--- src/rtl/rr_arbiter8.sv ---
// Eight-requester round-robin arbiter with an optional hold timeout.
// The registered winner index drives a 3-to-8 decoder, so the grant
// vector depends only on registered state.

module decoder3to8 (
   input  logic [2:0] sel,
   output logic [7:0] onehot
);

   // Plain binary to one-hot decode
   always_comb begin
      onehot = 8'h00;
      onehot[sel] = 1'b1;
   end

endmodule

module rr_arbiter8 #(
   parameter int unsigned HOLD_MAX = 16
) (
   input  logic       clk,
   input  logic       rst_n,
   input  logic [7:0] req,
   input  logic       done,
   output logic [7:0] gnt,
   output logic [2:0] gnt_idx,
   output logic       gnt_valid,
   output logic       timeout
);

   typedef enum logic {
      IDLE  = 1'b0,
      GRANT = 1'b1
   } state_t;

   localparam logic [7:0] HOLD_LIMIT = 8'(HOLD_MAX);

   state_t     state, state_next;
   logic [2:0] ptr, ptr_next;
   logic [2:0] idx_next;
   logic [7:0] hold_cnt, hold_cnt_next;
   logic       valid_next;
   logic       timeout_next;
   logic [2:0] winner;
   logic [7:0] decoded;

   // Round-robin search: first requester at or after ptr, wrapping 7 -> 0
   always_comb begin
      logic       found;
      logic [2:0] cand;
      winner = ptr;
      found  = 1'b0;
      cand   = ptr;
      for (int k = 0; k < 8; k++) begin
         cand = ptr + 3'(k);
         if (!found && req[cand]) begin
            winner = cand;
            found  = 1'b1;
         end
      end
   end

   // Next-state logic for the IDLE/GRANT controller and its registers
   always_comb begin
      logic rel_done, rel_drop, rel_expire;
      state_next    = state;
      ptr_next      = ptr;
      idx_next      = gnt_idx;
      hold_cnt_next = hold_cnt;
      valid_next    = gnt_valid;
      timeout_next  = 1'b0;
      rel_done      = done;
      rel_drop      = !req[gnt_idx];
      rel_expire    = (HOLD_MAX != 0) && (hold_cnt == HOLD_LIMIT);
      case (state)
         IDLE: begin
            valid_next = 1'b0;
            if (|req) begin
               state_next    = GRANT;
               idx_next      = winner;
               valid_next    = 1'b1;
               hold_cnt_next = 8'd1;
            end
         end
         GRANT: begin
            if (rel_done || rel_drop || rel_expire) begin
               state_next   = IDLE;
               valid_next   = 1'b0;
               ptr_next     = gnt_idx + 3'd1;
               timeout_next = rel_expire && !rel_done && !rel_drop;
            end else if (hold_cnt != 8'hFF) begin
               hold_cnt_next = hold_cnt + 8'd1;
            end
         end
         default: begin
            state_next = IDLE;
            valid_next = 1'b0;
         end
      endcase
   end

   // State and output registers with synchronous active-low reset
   always_ff @(posedge clk) begin
      if (!rst_n) begin
         state     <= IDLE;
         ptr       <= 3'd0;
         gnt_idx   <= 3'd0;
         hold_cnt  <= 8'd0;
         gnt_valid <= 1'b0;
         timeout   <= 1'b0;
      end else begin
         state     <= state_next;
         ptr       <= ptr_next;
         gnt_idx   <= idx_next;
         hold_cnt  <= hold_cnt_next;
         gnt_valid <= valid_next;
         timeout   <= timeout_next;
      end
   end

   decoder3to8 u_dec (
      .sel    (gnt_idx),
      .onehot (decoded)
   );

   assign gnt = decoded & {8{gnt_valid}};

endmodule
--- config.mk ---
export PLATFORM = sky130hd
export DESIGN_NAME = rr_arbiter8
export DESIGN_NICKNAME = d
export VERILOG_FILES = /design/src/rtl/rr_arbiter8.sv
export SDC_FILE = /design/constraint.sdc
export NUM_CORES = 1
export LEC_CHECK = 0
export CAP_MARGIN = 20
export CORE_MARGIN = 10
export CORE_UTILIZATION = 50
export CTS_CLUSTER_DIAMETER = 60
export DETAILED_ROUTE_END_ITERATION = 10
export PLACE_DENSITY = 0.85
export SLEW_MARGIN = 10
export SYNTH_ARGS = -nofsm -noshare
export SYNTH_HDL_FRONTEND = slang
export SYNTH_HIERARCHICAL = 1
export SYNTH_SLANG_ARGS = --single-unit
--- constraint.sdc ---
create_clock -name clk -period 6.3 [get_ports clk]
set_input_delay 1.575 -clock clk [delete_from_list [all_inputs] [get_ports clk]]
set_output_delay 1.575 -clock clk [all_outputs]
set_load 0.005 [all_outputs]
==> metrics.cfg <==
[status]
outcome=complete, no violations

[timing]
setup_violations=0
slew_violations=0
worstMarginPinSlew_ns=0.6570
rsz0062_at_grt=false
skew_ns=0.0005454
fmax_mhz=257.4
relSlewSlack_pct=56.14
fin_crit_sh_pct=61.68
fin_tns_setup_ns=0
hold_slack_ns=0.5082
hold_viol=0
fin_crit_ns=3.886

[synth]
synth_cell_types=51
ys.flop_type=dfxtp_1
synth_enable_flop_cells=0
ys_seq_elements=17
avgSynthCellArea_sq_um=8.920
synth.cell_area_sq_mm=0.001730
synthesis.nets=210
synthCells=194
yosys_warnings=6
synth-seq-area-share_pct=19.67
async_flop_share_pct=0

[clock_network]
clk_pin_slew_ns=0.10
numCtsBuffers=3
postCtsResizedCells=0
cts.path.max_buffers=2
cts_tree=done
cts.sinks=17
htree_levels=1
root_buffer=clkbuf_4
cts_hold_buf=0
post-cts-setup-buffer-count=0
clkLatencyLatePin_ns=0.29

[floorplanning]
ios=24
die_x_um=78.83
dieHeight_um=78.83
core-area_sq_mm=0.003337
initial_core_util_pct=51.86
row_count=21
die_area_sq_mm=0.006214

[hold_path]
hold_class=register to register

[setup_path]
worstPathRequired_ns=6.49
start_kind=primary input
worstSetupPathType=primary input to register
end_kind=register
cp_data_arrival_time_ns=4.08
path_max_fanout=8

[route]
wirelength_mm=4.150
drc=0
vias=1588
ant_nets=0
drt_iter0_markers=174
vias_per_cell=6.061
detail_route.first_pass.iterations=4
wire_per_inst_um=15.84

[final_layout]
mostFrequentLayoutCells=clkdlybuf4s50_1, nor2_1, dfxtp_1
syn_to_final_growth_pct=16.70
nets=233
utilization_pct=60.52
final_cell_area_sq_mm=0.002019
fillers=306
layout-drive-gt1-share_pct=15.74
final_common_cell=clkdlybuf4s50_1
diodes=0

[place]
hpwl_mm=3.192
port_buffers=23
place_area_sq_mm=0.001992
globalplace.congestion=0.9760

[power_and_ir_drop]
power_uw=383.9
irDropWorstVdd_mv=0.1342
power-per-cell-area_mw_per_mm2=190.1
p_leak_nw=0.6948

[global_routing]
grt-ovfl-total=0
first_global_vias=1447
track_usage_pct=13.29
antenna_found_initial=0
grt_pass1_wl_mm=7.051
grt_max_degree=16

[job]
drv_cap=0

-- metrics by stage --
step / setup slack (ns) / cells
final: 2.414 / 262
after global routing: 2.250 / 262
after CTS: 2.427 / 262
after detailed placement: 2.122 / 258
after global placement: 2.166 / 258
after floorplan: 2.844 / 194
-- worst max-delay path: stages --
cell and delay, ns:
clkdlybuf4s50_1 0.55, mux2_4 0.32, mux4_2 0.50, or2_4 0.29, or3_1 0.32, o211ai_2 0.07, a221oi_2 0.08, a2111oi_2 0.36
-- sequential cells by signal (all words and copies together), names as in the netlist --
register	cells
timeout	1
gnt_idx	3
hold_cnt	8
ptr	3
state	1
gnt_valid	1
-- power by group --
part | internal [mW] | leakage [nW] | switching (mW)
sequential | 0.114 | 0.138 | 0.0244
combinational | 0.0963 | 0.539 | 0.0896
clock | 0.0236 | 0.0177 | 0.0358
total | 0.234 | 0.695 | 0.150
-- cells in the mapped netlist, types with 2 or more instances --
cell type,instances,share of area [%]
nor2_1,19,4.1
mux2i_1,10,5.8
and3b_2,3,1.7
nor2b_1,3,1.1
inv_1,7,1.5
nand3_1,5,1.4
nor3b_1,5,2.2
nand4_1,3,1.1
ha_1,5,3.6
clkbuf_1,2,0.43
nand2b_1,5,1.8
nand2_1,11,2.4
xnor2_1,7,3.5
a21oi_1,10,2.9
and2_1,8,2.9
nor4_1,3,1.1
nor4b_1,2,1.0
or3_1,5,1.8
nor3_1,6,1.7
o221a_2,2,1.3
mux4_2,12,16
buf_2,3,0.87
mux2_2,4,2.6
a211oi_1,2,0.87
o21ai_0,7,2.0
dfxtp_1,17,20
and3_1,3,1.1
o31ai_1,2,0.87
-- worst paths after layout --
check	depth (start not counted)	start	end	slack (ns)
setup / recovery	8	req[6]	gnt_idx[1]	2.41
hold / removal	2	hold_cnt[1]	hold_cnt[1]	0.51
setup reg to reg	9	ptr[0]	gnt_idx[1]	2.49
hold reg to reg	2	hold_cnt[1]	hold_cnt[1]	0.51
-- cell families (layout without fill, tap and decap cells) --
kind of cell | count (synthesis) | count (layout) | synth area share (%)
simple gates | 87 | 87 | 28.63
flops | 17 | 17 | 19.67
mux | 28 | 28 | 25.52
buf+inv | 13 | 35 | 3.471
xor+xnor | 8 | 8 | 4.049
compound gates | 36 | 36 | 15.04
fa+ha+maj | 5 | 5 | 3.615
-- layer usage --
layer	GRT usage [%]	vias to the layer above	wire [um]	part of all wire (%)
met2	22.45	45	2115	51
li1	-	791	-	-
met4	2.151	0	35	0.84
met3	2.703	4	204	4.9
met5	0	-	0	0
met1	17.27	748	1794	43
-- cell type report --
| class | instances | area (sq um) | share of cell area (%) |
|---|---|---|---|
| multi-input combinational | 164 | 1330 | 65.86 |
| sequential | 17 | 340.3 | 16.85 |
| timing repair buffer | 24 | 237.7 | 11.77 |
| tap | 46 | 57.56 | 2.850 |
| inverter | 7 | 26.28 | 1.301 |
| clock buffer | 3 | 22.52 | 1.115 |
| clock inverter | 1 | 5.005 | 0.2478 |
Power figures use the tool's default switching activity.
